## src/rtl/data_sender_pkg.sv

```systemverilog
// rtl/data_sender_pkg.sv - shared constants and state type for the buffer read-out sender
package data_sender_pkg;

    localparam int SENDER_DATA_W = 8;
    localparam int SENDER_DEPTH  = 64;
    localparam int SENDER_RD_LAT = 2;
    localparam int SENDER_ADDR_W = $clog2(SENDER_DEPTH);

    typedef enum logic [2:0] {
        IDLE,
        FETCH,
        WAIT_RD,
        SEND,
        DONE
    } sender_state_t;

endpackage

```

## src/rtl/data_sender_if.sv

```systemverilog
// rtl/data_sender_if.sv - control handshake, buffer B-port read and outgoing word stream
interface data_sender_if
    import data_sender_pkg::*;
#(
    parameter int DATA_W = SENDER_DATA_W,
    parameter int ADDR_W = SENDER_ADDR_W
) ();
    logic              data_rdy;
    logic              data_done;
    logic              busy;
    logic              enable_b;
    logic [ADDR_W-1:0] dir_B;
    logic [DATA_W-1:0] rd_data;
    logic [DATA_W-1:0] tx_data;
    logic              tx_valid;
    logic              tx_ready;

    modport master (
        input  data_rdy, rd_data, tx_ready,
        output data_done, busy, enable_b, dir_B, tx_data, tx_valid
    );

    modport slave (
        output data_rdy, rd_data, tx_ready,
        input  data_done, busy, enable_b, dir_B, tx_data, tx_valid
    );
endinterface

```

## src/rtl/data_sender_rd_lat_pipe.sv

```systemverilog
// rtl/data_sender_rd_lat_pipe.sv - valid shift register marking when buffer read data is usable
module data_sender_rd_lat_pipe #(
    parameter int RD_LAT = 2
) (
    input  logic clk,
    input  logic rst_n,
    input  logic valid_i,
    output logic valid_o
);
    logic [RD_LAT-1:0] pipe_q;
    logic [RD_LAT-1:0] pipe_d;

    // Shifting left keeps this legal for RD_LAT == 1, where no older stages exist.
    always_comb begin
        pipe_d    = pipe_q << 1;
        pipe_d[0] = valid_i;
    end

    always_ff @(posedge clk or negedge rst_n) begin
        if (!rst_n) begin
            pipe_q <= '0;
        end else begin
            pipe_q <= pipe_d;
        end
    end

    assign valid_o = pipe_q[RD_LAT-1];
endmodule

```

## src/rtl/data_sender.sv

```systemverilog
// rtl/data_sender.sv - reads the filled buffer back word by word and streams it downstream
module data_sender
    import data_sender_pkg::*;
#(
    parameter int DATA_W = SENDER_DATA_W,
    parameter int DEPTH  = SENDER_DEPTH,
    parameter int RD_LAT = SENDER_RD_LAT
) (
    input  logic          clk,
    input  logic          reset,
    data_sender_if.master bus
);
    localparam int                ADDR_W    = $clog2(DEPTH);
    localparam logic [ADDR_W-1:0] LAST_ADDR = ADDR_W'(DEPTH - 1);

    sender_state_t     state_q, state_d;
    logic [ADDR_W-1:0] cnt_q, cnt_d;
    logic [DATA_W-1:0] tx_data_q, tx_data_d;
    logic              tx_valid_q, tx_valid_d;
    logic              rd_issue;
    logic              rd_strobe;

    assign rd_issue = (state_q == FETCH);

    data_sender_rd_lat_pipe #(
        .RD_LAT (RD_LAT)
    ) u_rd_lat_pipe (
        .clk     (clk),
        .rst_n   (reset),
        .valid_i (rd_issue),
        .valid_o (rd_strobe)
    );

    always_comb begin
        state_d    = state_q;
        cnt_d      = cnt_q;
        tx_data_d  = tx_data_q;
        tx_valid_d = tx_valid_q;
        case (state_q)
            IDLE: begin
                cnt_d = '0;
                if (bus.data_rdy) begin
                    state_d = FETCH;
                end
            end
            FETCH: begin
                state_d = WAIT_RD;
            end
            WAIT_RD: begin
                if (rd_strobe) begin
                    tx_data_d  = bus.rd_data;
                    tx_valid_d = 1'b1;
                    state_d    = SEND;
                end
            end
            SEND: begin
                if (bus.tx_ready) begin
                    tx_valid_d = 1'b0;
                    if (cnt_q == LAST_ADDR) begin
                        state_d = DONE;
                    end else begin
                        cnt_d   = cnt_q + 1'b1;
                        state_d = FETCH;
                    end
                end
            end
            DONE: begin
                // Clearing here keeps dir_B at 0 for the whole of IDLE.
                cnt_d   = '0;
                state_d = IDLE;
            end
            default: begin
                state_d = IDLE;
            end
        endcase
    end

    always_ff @(posedge clk or negedge reset) begin
        if (!reset) begin
            state_q    <= IDLE;
            cnt_q      <= '0;
            tx_data_q  <= '0;
            tx_valid_q <= 1'b0;
        end else begin
            state_q    <= state_d;
            cnt_q      <= cnt_d;
            tx_data_q  <= tx_data_d;
            tx_valid_q <= tx_valid_d;
        end
    end

    assign bus.enable_b  = rd_issue;
    assign bus.dir_B     = cnt_q;
    assign bus.busy      = (state_q != IDLE);
    assign bus.data_done = (state_q == DONE);
    assign bus.tx_data   = tx_data_q;
    assign bus.tx_valid  = tx_valid_q;
endmodule
```

## src/flat_wrapper.sv

```systemverilog
// flat-port wrapper written by rule: the top's interface ports become plain ports
module data_sender_flat import data_sender_pkg::*;
#(
    parameter int DATA_W = SENDER_DATA_W,
    parameter int DEPTH  = SENDER_DEPTH,
    parameter int RD_LAT = SENDER_RD_LAT
)
  (clk, reset, bus_data_rdy, bus_rd_data, bus_tx_ready, bus_data_done, bus_busy, bus_enable_b, bus_dir_B, bus_tx_data, bus_tx_valid);
  data_sender_if #(.DATA_W(DATA_W)) bus_i ();
  input  logic clk;
  input  logic reset;
  input wire logic [$bits(bus_i.data_rdy)-1:0] bus_data_rdy;
  input wire logic [$bits(bus_i.rd_data)-1:0] bus_rd_data;
  input wire logic [$bits(bus_i.tx_ready)-1:0] bus_tx_ready;
  output wire logic [$bits(bus_i.data_done)-1:0] bus_data_done;
  output wire logic [$bits(bus_i.busy)-1:0] bus_busy;
  output wire logic [$bits(bus_i.enable_b)-1:0] bus_enable_b;
  output wire logic [$bits(bus_i.dir_B)-1:0] bus_dir_B;
  output wire logic [$bits(bus_i.tx_data)-1:0] bus_tx_data;
  output wire logic [$bits(bus_i.tx_valid)-1:0] bus_tx_valid;
  assign bus_i.data_rdy = bus_data_rdy;
  assign bus_i.rd_data = bus_rd_data;
  assign bus_i.tx_ready = bus_tx_ready;
  assign bus_data_done = bus_i.data_done;
  assign bus_busy = bus_i.busy;
  assign bus_enable_b = bus_i.enable_b;
  assign bus_dir_B = bus_i.dir_B;
  assign bus_tx_data = bus_i.tx_data;
  assign bus_tx_valid = bus_i.tx_valid;
  data_sender #(.DATA_W(DATA_W), .DEPTH(DEPTH), .RD_LAT(RD_LAT)) u_core (.clk(clk), .reset(reset), .bus(bus_i));
endmodule
```

## config.mk

```make
export PLATFORM = sky130hd
export DESIGN_NAME = data_sender_flat
export DESIGN_NICKNAME = d
export VERILOG_FILES = /design/src/rtl/data_sender_pkg.sv /design/src/rtl/data_sender_if.sv /design/src/rtl/data_sender_rd_lat_pipe.sv /design/src/rtl/data_sender.sv /design/src/flat_wrapper.sv
export SDC_FILE = /design/constraint.sdc
export NUM_CORES = 1
export LEC_CHECK = 0
export BUFFER_PORTS_ARGS = -buffer_cell sky130_fd_sc_hd__buf_2
export CORE_MARGIN = 3
export CORE_UTILIZATION = 36
export DETAILED_ROUTE_END_ITERATION = 10
export PLACE_DENSITY_LB_ADDON = 0.05
export SYNTH_ARGS = -nofsm -noshare
export SYNTH_HDL_FRONTEND = slang
export SYNTH_SLANG_ARGS = --single-unit
export TNS_END_PERCENT = 100
```

## constraint.sdc

```tcl
create_clock -name clk -period 1.3 [get_ports clk]
set_input_delay 0.13 -clock clk [delete_from_list [all_inputs] [get_ports clk]]
set_output_delay 0.13 -clock clk [all_outputs]
set_load 0.02 [all_outputs]
```

### Yosys cells after proc, flatten, opt, wreduce, memory -nomap -nowiden

Index checks and enable logic that the tools add are counted.

| cells by class | value |
|---|---|
| add/sub/neg operators | 1 |
| eq/ne operators | 9 |
| muxes and demuxes | 11 |
| reductions and logical operators | 9 |

Operators by type and width:

| kind | number |
|---|---|
| $mux 3 | 4 |
| $mux 6 | 2 |
| $pmux 3 s4 | 1 |
| $pmux 6 s2 | 1 |
| $reduce_and 3->1 | 3 |
| $ne 2x2->1 const B | 4 |
| $add 6x1->6 const B | 1 |
| $eq 3x2->1 const B | 2 |
| $eq 6x6->1 const B | 1 |
| $reduce_bool 2->1 | 2 |
| $eq 3x1->1 const B | 1 |
| $eq 3x3->1 const B | 1 |
| $logic_not 3->1 | 1 |
| $reduce_bool 3->1 | 1 |
| $mux 1 | 2 |
| $pmux 1 s2 | 1 |
| $reduce_and 2->1 | 1 |
| $reduce_or 2->1 | 1 |

| word-level totals | value |
|---|---|
| register bits after elaboration | 20 |
| logic and storage cells | 35 |

### Depth between registers and ports, before layout

Gate-level depths: netlist of the first run.

| depth | value |
|---|---|
| depth in word-level cells | 4 |
| depth in mapped cells | 5 |
| depth with buffers taken out | 4 |

### Cells and area by module

A second synthesis of the first run with hierarchy kept.

| unflattened totals | value |
|---|---|
| cell total of the unflattened synthesis | 76 |
| area total of the unflattened synthesis | 922.1 um^2 |

Modules (own cells, without submodules):

| module | instances | cells each | area each (um^2) | sequential area each (um^2) |
|---|---|---|---|---|
| data_sender | 1 | 74 | 872.1 | 450.4 |
| data_sender_rd_lat_pipe | 1 | 2 | 50.0 | 50.0 |

### Worst setup path before layout of the first run

No wires, ideal clock.

| timing | value |
|---|---|
| path type | register to register |
| start point | register u_core.cnt_q[0] (netlist: u_core.bus.dir_B[0]) |
| end point | register u_core.cnt_q[3] (netlist: u_core.bus.dir_B[3]) |
| library setup time | 0.080 ns |
| data arrival time | 1.298 ns |
| data required time | 1.220 ns |
| path slack | -0.078 ns |
| cell stages (with the launch flop) | 5 |
| buffers on the path | 0 |
| clock period less this slack | 1.378 ns |
| cell sequence | dfrtp_1 > ha_1 > nand2_1 > o211ai_1 > mux2i_1 |

| on the way | value |
|---|---|
| word-level cells in the longest chain between the ends | 4 |
| elaborated cells on any way between the ends | 7 |
| classes of those cells | add/sub: 1; eq/ne: 2; mux: 3; reduce/logical: 1 |

Ends and longest elaborated chain:

| what | line | text |
|---|---|---|
| start, declared | data_sender.sv:17 | `logic [ADDR_W-1:0] cnt_q, cnt_d;` |
| start signal, assigned | data_sender.sv:86 | `cnt_q <= cnt_d;` |
| $add 6x1->6 | data_sender.sv:62 | `cnt_d = cnt_q + 1'b1;` |
| $mux 6 | data_sender.sv:59 | `if (cnt_q == LAST_ADDR) begin` |
| $mux 6 | data_sender.sv:57 | `if (bus.tx_ready) begin` |
| $pmux 6 s2 | data_sender.sv:39 | `case (state_q)` |

Several ways; a longest one is shown, not always the timed one. The select of a mux whose other input is x is not followed.
A chain may end at the register's enable or synchronous reset.

### Worst setup path after layout of the first run

| timing | value |
|---|---|
| start point | register u_core.state_q[1] |
| end point | output port bus_busy |

| on the way | value |
|---|---|
| word-level cells in the longest chain between the ends | 1 |

Ends and longest elaborated chain:

| what | line | text |
|---|---|---|
| start, declared | data_sender.sv:16 | `sender_state_t state_q, state_d;` |
| start signal, assigned | data_sender.sv:85 | `state_q <= state_d;` |
| $reduce_bool 3->1 | data_sender.sv:94 | `assign bus.busy = (state_q != IDLE);` |
| end, declared | flat_wrapper.sv:16 | `output wire logic [$bits(bus_i.busy)-1:0] bus_busy;` |

No other way between the ends.

==> results of run 1 <==
[power groups by stage]
| stage | Sequential, mW | Combinational [mW] | Clock, mW |
|---|---|---|---|
| 2_1_floorplan | 1.24 | 0.613 | 0 |
| 5_1_grt | 1.08 | 1.57 | 0.548 |
| 4_1_cts | 1.04 | 1.39 | 0.530 |
| 6_report | 1.04 | 1.44 | 0.505 |
| 3_3_place_gp | 1.04 | 1.26 | 0 |
| 3_5_place_dp | 1.04 | 1.28 | 0 |
[cell usage after synthesis (all sizes together)]
cell | instances | share of area [%]
o211a | 1 | 1.0
and3 | 2 | 1.3
clkbuf | 1 | 0.39
buf | 3 | 2.5
nor2 | 1 | 0.39
a21oi | 2 | 1.0
mux2i | 3 | 3.1
and3b | 1 | 0.91
nor3b | 1 | 0.78
and4b | 1 | 1.2
o21ai | 2 | 1.4
mux2 | 8 | 12
nand2 | 9 | 3.5
nand4b | 1 | 1.6
inv | 3 | 1.2
o211ai | 4 | 3.1
or2 | 1 | 0.65
or3 | 2 | 1.3
o2bb2ai | 1 | 0.91
and2 | 1 | 0.65
or4 | 1 | 0.78
nand3 | 6 | 3.6
o22ai | 2 | 1.3
ha | 1 | 1.3
nor2b | 1 | 0.91
nor3 | 2 | 1.0
dfrtp | 20 | 52
[worst register-to-register path, delay by kind of cell, from the launching register on]
family | cells | cell delay [ns]
buffers and inverters | 2 | 0.30
DFF | 1 | 0.42
and+or+nand+nor | 2 | 0.32
muxes | 1 | 0.30
[cells by family (layout without fill, tap and decap cells)]
group	Yosys count	in the layout	synth area share, %
adder cells (fa/ha/maj)	1	1	1.30
buffers and inverters	7	54	4.01
AND/OR/NAND/NOR	30	30	18.5
AO/OA/AOI/OAI	12	12	8.81
multiplexers	11	11	15.5
flip-flops	20	20	51.8
[sequential cells by signal, indices dropped and copies added, names as in the netlist]
name	flops
u_core.bus.tx_data	8
u_core.bus.tx_valid	1
u_core.u_rd_lat_pipe.pipe_q	2
u_core.state_q	3
u_core.bus.dir_B	6
[repair_timing]
action,in CTS,in global routing
hold buffers,1,0
endpoints found under the setup margin,17,18
endpoints found under the hold margin,20,0
pin swaps,1,1
gates cloned,0,0
buffers inserted,3,3
gates resized for setup,10,9
[final timing paths]
path / from / slack, ns / end / cells past startpoint
worst min register to register: u_core.u_rd_lat_pipe.pipe_q[0] / 0.36 / u_core.u_rd_lat_pipe.pipe_q[1] / 0
worst max register to register: u_core.state_q[2] / -0.12 / u_core.bus.tx_data[0] / 5
max in group asynchronous: reset / 0.68 / u_core.bus.dir_B[2] / 2
worst min-delay path: bus_rd_data[6] / 0.05 / u_core.bus.tx_data[6] / 2
min in group asynchronous: reset / 0.29 / u_core.u_rd_lat_pipe.pipe_q[0] / 2
worst max-delay path: u_core.state_q[1] / -0.14 / bus_busy / 2
[per-layer routing]
metal | up-vias | global-route usage, % | part of all wire [%]
met5 | - | 0 | 0
met4 | 0 | 0.993 | 0
met3 | 0 | 4.23 | 5.5
met2 | 18 | 21.3 | 48
met1 | 372 | 18.0 | 46
li1 | 386 | - | -
[area by class of cell]
type / instances / area share, %
Clock inverter: 1 / 2.15
Sequential cell: 20 / 36.3
Multi-Input combinational cell: 54 / 33.5
Clock buffer: 3 / 1.61
Tap cell: 30 / 2.69
Timing Repair Buffer: 47 / 23.0
Inverter: 3 / 0.806
[cells in the final DEF (no fill, tap or decap), drive strengths merged, types with 3 or more instances in the layout]
master,instances
mux2,8
dfrtp,20
mux2i,3
inv,3
buf,46
nand2,9
o211ai,4
nand3,6
clkbuf,3
[metrics by stage]
step | TNS (ns) | total power [mW] | instances | setup WS (ns)
3_3_place_gp | -0.318 | 2.29 | 148 | -0.0378
4_1_cts | -1.71 | 2.95 | 155 | -0.179
5_1_grt | -2.48 | 3.20 | 158 | -0.199
2_1_floorplan | -0.0347 | 1.86 | 81 | -0.00397
6_report | -1.69 | 2.98 | 158 | -0.137
3_5_place_dp | -0.468 | 2.32 | 148 | -0.0665
==> impl_metrics.ini, run 1 <==
[status]
status = finished with violations
violations = negative setup slack

[finish]
fill_cells = 233
diodes = 0
synthToLayoutAreaGrowth_pct = 44.7
drive_gt1_share_pct = 59.4
finalInstanceArea_um2 = 1400
ff_latch_area_um2 = 507
final_nets = 142
fin_util_pct = 55.4
multi_input_area_um2 = 468

[power]
p_int_mw = 1.94
leakage_nw = 0.705
pwr-share-comb_pct = 48.3
power_density_nw_per_um2 = 2130
p_sw_share_pct = 35.0
p_seq_share_pct = 34.8
ir_drop_v = 0.00165
switchingPower_mw = 1.04
clockPowerShare_pct = 17.0

[die]
ios = 30
start_util_pct = 38.3
die_area_um2 = 3340
die_w_um = 57.8
fp.dieH_um = 57.8
coreArea_um2 = 2520
num_rows = 18

[worst_setup_path]
crit_buf_inv = 1
critical-path-top-delay-family = flip-flops
worst_path_max_delay_cell = dfrtp_2
worstPathCellList = or3_4 -> buf_6
arrival_ns = 1.31
crit_required_ns = 1.17
critPathLaunchType = register
critical-path-max-stage-delay_ns = 0.47
crit_type = reg2out
worst_setup_path_end_kind = output port
path_max_fanout = 7

[timing]
fin_crit_sh_pct = 111
final.setup_skew_ns = 0.00174
post-route-min-period_ns = 1.44
setup_viol = 17
hold_slack_ns = 0.0479
max_freq_ghz = 0.696
max_slew_margin_pct = 70.4
finalHoldViolations = 0
tightest_slew_ns = 0.443
finalMaxSlewViolations = 0
rsz0062_at_grt = true
setup_ws_ns = -0.137

[clock_network]
cts_sinks = 20
clk-insertion-delay-late_ns = 0.30
cts_made_buffers = 3
clk_pin_slew_ns = 0.11
cts_max_level = 1
cts_tree = done
root_buffer = clkbuf_4
max-clock-path-buffers = 2

[yosys]
yosys.cell_types.count = 31
synth_area_um2 = 966
synth_nets = 94
syn_avg_cell_area_um2 = 11.9
ys_warn_count = 0
ys_ff_latch = 20
ys_seq_area_share_pct = 51.8
synthCells = 81

[placement]
hpwl_mm = 1.49
gp_congestion = 0.733
placed_area_um2 = 1230
port_buffers = 29

[global_route]
grt.total_usage_pct = 13.2
grt_overflow = 0
grt_pass1_vias = 763
antenna_found_initial = 0
grt_pass1_wl_mm = 3.45
grt_max_degree = 21

[route]
ant_nets = 0
drtPass1Iterations = 2
via_per_inst = 4.91
drt_iter0_drc = 16
postRouteWirelength_mm = 2.07
wl_per_cell_um = 13.1
drc_errors = 0
num_vias = 776

[run]
drv_cap = 0

[hold_path]
hold_class = in2reg
(Power assumes the default switching activity.)
==> run 2, diff against run 1 <==
--- a/config.mk
+++ b/config.mk
@@ -10,4 +10,5 @@
 export CORE_UTILIZATION = 36
 export DETAILED_ROUTE_END_ITERATION = 10
+export MAX_ROUTING_LAYER = met4
 export PLACE_DENSITY_LB_ADDON = 0.05
 export SYNTH_ARGS = -nofsm -noshare
==> constraint.sdc (replaced) <==
create_clock -name clk -period 1.3 [get_ports clk]
set_input_delay 0.26 -clock clk [delete_from_list [all_inputs] [get_ports clk]]
set_output_delay 0.26 -clock clk [all_outputs]
set_load 0.02 [all_outputs]
==> run 2 against run 1 <==
The flow still finishes with violations (negative setup slack). Final cell count increased by 1.9%. Via count up 4.3%. Final area is 3.8% higher. Sequential power hardly changed. Critical endpoint unchanged.
==> impl_metrics.ini, run 2 (synthesis results as in run 1) <==
[placement]
hpwl_mm = 1.52
dp.cells = 147
port_buffers = 29
dpl_worst_slack_ns = -0.0849
gp_congestion = 0.753

[power]
power_density_nw_per_um2 = 2010
ir_drop_v = 0.00130
leakage_nw = 0.727

[finish]
diodes = 0
synthToLayoutAreaGrowth_pct = 50.1
final_nets = 145
largest_reg_flops = 8
drive_gt1_share_pct = 60.3
fin_cells = 161
final_cell_mix = buf_2 (21), buf_4 (15), dfrtp_1 (15)
layout_commonest_cell = buf_2
fill_cells = 213

[timing]
rsz0062_at_grt = true
final.setup_skew_ns = 0.00287
max_freq_ghz = 0.642
finalHoldViolations = 0
max_slew_margin_pct = 70.0
finalMaxSlewViolations = 0
fin_crit_sh_pct = 120
post-route-min-period_ns = 1.56
setup_viol = 13
setup_ws_ns = -0.259
tightest_slew_ns = 0.450

[worst_setup_path]
arrival_ns = 1.30
crit_type = reg2out
worst_setup_path_end_kind = output port
path_max_fanout = 3
crit_required_ns = 1.04
critPathLaunchType = register

[clock_network]
cts_max_level = 1
clk-insertion-delay-late_ns = 0.30
root_buffer = clkbuf_4
cts_made_buffers = 3
clk_pin_slew_ns = 0.11
cts_sinks = 20
max-clock-path-buffers = 2
cts_tree = done

[global_route]
grt.total_usage_pct = 14.1
grt_pass1_vias = 778
grt_overflow = 0
grt_pass1_wl_mm = 3.50
antenna_found_initial = 0
grt_max_degree = 21

[die]
die_area_um2 = 3340
ios = 30
die_w_um = 57.8
start_util_pct = 38.3
fp.dieH_um = 57.8
coreArea_um2 = 2520
num_rows = 18

[route]
via_per_inst = 5.02
postRouteWirelength_mm = 2.13
drt_iter0_drc = 20
drtPass1Iterations = 4
num_vias = 809
drc_errors = 0
ant_nets = 0
wl_per_cell_um = 13.2

[run]
drv_cap = 0

[hold_path]
hold_class = in2reg

[status]
status = finished with violations
violations = negative setup slack
run 2: layout make-up:
type	count	area, um^2	share of cell area, %
Clock buffer	4	36.3	2.50
Inverter	3	11.3	0.777
Multi-Input combinational cell	54	475	32.8
Sequential cell	20	507	34.9
Tap cell	30	37.5	2.59
Timing Repair Buffer	50	383	26.4
run 2: critical path: stages (launching register included):
cell and delay (ns):
dfrtp_1 0.41, buf_6 0.13, or3_4 0.33, buf_6 0.14
run 2: path summary, 6_finish.rpt:
check	endpoint	cells after the start	slack [ns]	startpoint
setup / recovery	bus_busy	3	-0.26	u_core.state_q[2]
hold / removal	u_core.bus.tx_data[5]	2	0.19	bus_rd_data[5]
setup reg to reg	u_core.bus.tx_data[0]	5	-0.12	u_core.state_q[1]
hold reg to reg	u_core.u_rd_lat_pipe.pipe_q[1]	0	0.36	u_core.u_rd_lat_pipe.pipe_q[0]
max in group asynchronous	u_core.bus.dir_B[2]	2	0.54	reset
min in group asynchronous	u_core.bus.tx_data[3]	2	0.43	reset
run 2: what timing repair did:
| action | in CTS | in global routing |
|---|---|---|
| resized for setup | 14 | 16 |
| pin swaps | 4 | 3 |
| hold endpoints to repair | 20 | 0 |
| buffers inserted | 5 | 4 |
| hold buffers | 1 | 0 |
| setup endpoints to repair | 14 | 21 |
run 2: report_power, final:
part | internal (mW) | switching [mW]
Sequential | 0.863 | 0.159
Clock | 0.171 | 0.189
Combinational | 0.822 | 0.708
run 2: layer usage:
| metal | share of wire (%) | vias up | GRT usage [%] |
|---|---|---|---|
| li1 | - | 391 | - |
| met1 | 44 | 395 | 18.3 |
| met2 | 50 | 23 | 21.5 |
| met3 | 5.3 | 0 | 2.90 |
| met4 | 0 | 0 | 5.96 |
| met5 | 0 | - | - |
run 2: through the flow:
step / power [mW] / setup TNS (ns) / area [um^2] / utilization (%) / hold slack, ns
2_1_floorplan: 1.86 / -0.0887 / 982 / - / -0.0356
3_3_place_gp: 2.28 / -0.376 / 1230 / 48.9 / 0.232
3_5_place_dp: 2.30 / -0.694 / 1230 / 48.9 / 0.234
4_1_cts: 2.83 / -1.59 / 1370 / 54.1 / 0.177
5_1_grt: 3.10 / -2.19 / 1450 / 57.5 / 0.156
6_report: 2.91 / -1.59 / 1450 / 57.5 / 0.185
==> run 3, diff against run 2 <==
- CORE_ASPECT_RATIO: default -> 1.2
==> run 3 against run 2 <==
The flow still finishes with violations (negative setup slack). Clock power is 15% lower. Final area decreased by 1.5%. Via count is 2.1% lower. Clock skew up 0.0037 ns. Register-to-register slack got worse by 0.02 ns. Non-clock buffer count is 1 lower. Global-route usage up 0.088 points. Maximum frequency is 0.34% higher. Combinational power grew 3%. Routed wire length is 3.0% lower. Setup slack gained 0.0053 ns. Clock-buffer cell count stayed put.
==> impl_metrics.ini, run 3 (synthesis results as in run 1) <==
[status]
status = finished with violations
violations = negative setup slack

[worst_setup_path]
arrival_ns = 1.29
path_max_fanout = 3
worst_path_max_delay_cell = dfrtp_1
worstPathCellList = buf_6 -> or3_4 -> buf_6
rr_worst_depth = 5
crit_start = u_core.state_q[2]
crit_top_cell = buf_6
critPathLaunchType = register
critical-path-max-stage-delay_ns = 0.41
endpoint = bus_busy
r2r_slack_ns = -0.14
r2r-end = u_core.bus.tx_data[5]
crit_required_ns = 1.04
worst_setup_path_end_kind = output port
crit_type = reg2out
r2r-start = u_core.state_q[1]

[clock_network]
cts_made_buffers = 3
clk_pin_slew_ns = 0.12
cts_max_level = 1
max-clock-path-buffers = 2
clk-insertion-delay-late_ns = 0.29
root_buffer = clkbuf_4
cts_tree = done
cts_sinks = 20

[run]
drv_cap = 0

[finish]
largest_reg_flops = 8
drive_gt1_share_pct = 58.5
synthToLayoutAreaGrowth_pct = 47.9
multi_input_area_um2 = 482
ff_latch_area_um2 = 505
fill_cells = 220
final_cell_mix = buf_2 (22), dfrtp_1 (16), buf_4 (15)
layout_commonest_cell = buf_2
fin_util_pct = 58.9
fin_cells = 161
diodes = 0
final_nets = 144

[placement]
port_buffers = 29
dp.cells = 149
gp_congestion = 0.801
dpl_worst_slack_ns = -0.0287
hpwl_mm = 1.43

[die]
fp.dieH_um = 62.7
start_util_pct = 39.8
die_w_um = 53.3
die_area_um2 = 3340
num_rows = 19
ios = 30
coreArea_um2 = 2420

[power]
power_density_nw_per_um2 = 2020
leakage_nw = 0.707
ir_drop_v = 0.00113

[timing]
setup_viol = 15
fin_crit_sh_pct = 119
max_freq_ghz = 0.644
finalMaxSlewViolations = 0
final.setup_skew_ns = 0.00653
finalHoldViolations = 0
rsz0062_at_grt = true
setup_ws_ns = -0.253
post-route-min-period_ns = 1.55
max_slew_margin_pct = 69.6
tightest_slew_ns = 0.456

[global_route]
grt_overflow = 0
grt_max_degree = 21
grt.total_usage_pct = 14.2
grt_pass1_wl_mm = 3.53
grt_pass1_vias = 788
antenna_found_initial = 0

[route]
wl_per_cell_um = 12.8
ant_nets = 0
via_per_inst = 4.92
drt_iter0_drc = 12
postRouteWirelength_mm = 2.07
drc_errors = 0
num_vias = 792
drtPass1Iterations = 4

[hold_path]
holdPathStages = 2
hold_class = in2reg
run 3: cell count changes in the layout (fill, tap and decap cells not counted), sizes merged:
cell / before / now
buf: 49 / 48
run 3: stage by stage:
stage          setup TNS [ns]  area, um^2  hold slack (ns)  total power [mW]
2_1_floorplan         -0.0887         982          -0.0356              1.86
3_3_place_gp          -0.0771        1240            0.233              2.30
3_5_place_dp           -0.212        1240            0.237              2.32
4_1_cts                 -1.70        1350            0.173              2.78
5_1_grt                 -2.94        1430            0.171              3.11
6_report                -1.75        1430            0.185              2.88
run 3: what timing repair did:
item,CTS,global route
pin swaps,1,3
hold buffers,1,0
resized for setup,12,15
endpoints found under the hold margin,20,0
endpoints found under the setup margin,13,22
buffers inserted,4,3
run 3: routing by layer:
metal,track usage (%),part of all wire [%],vias to the layer above
met2,23.2,50,19
met3,2.63,6.4,2
met4,5.75,1.1,0
met5,-,0,-
li1,-,-,392
met1,16.7,42,379
run 3: power by group:
| part | total [mW] | leakage [nW] | switching, mW | internal, mW |
|---|---|---|---|---|
| clock network | 0.306 | 0.0150 | 0.187 | 0.119 |
| registers | 0.997 | 0.244 | 0.138 | 0.859 |
| logic | 1.58 | 0.448 | 0.730 | 0.849 |
run 3: cell type report:
| type | instances | share of cell area (%) |
|---|---|---|
| Clock buffer | 4 | 1.84 |
| Multi-Input combinational cell | 54 | 33.7 |
| Inverter | 3 | 0.788 |
| Timing Repair Buffer | 49 | 25.6 |
| Sequential cell | 20 | 35.4 |
| Tap cell | 31 | 2.71 |
run 3: worst max-delay path: cells and delay by family, from the launching register on:
family                 cells  cell delay [ns]
flip-flops                 1             0.41
AND/OR/NAND/NOR            1             0.33
buffers and inverters      2             0.27
run 3: worst min-delay path by stage:
stage | start | end | slack, ns
after floorplan | reset | u_core.bus.dir_B[0] | -0.04
after global placement | reset | u_core.bus.tx_data[5] | 0.23
after detailed placement | reset | u_core.bus.tx_data[5] | 0.24
after CTS | bus_rd_data[4] | u_core.bus.tx_data[4] | 0.17
after global routing | bus_rd_data[7] | u_core.bus.tx_data[7] | 0.17
final | bus_rd_data[4] | u_core.bus.tx_data[4] | 0.19
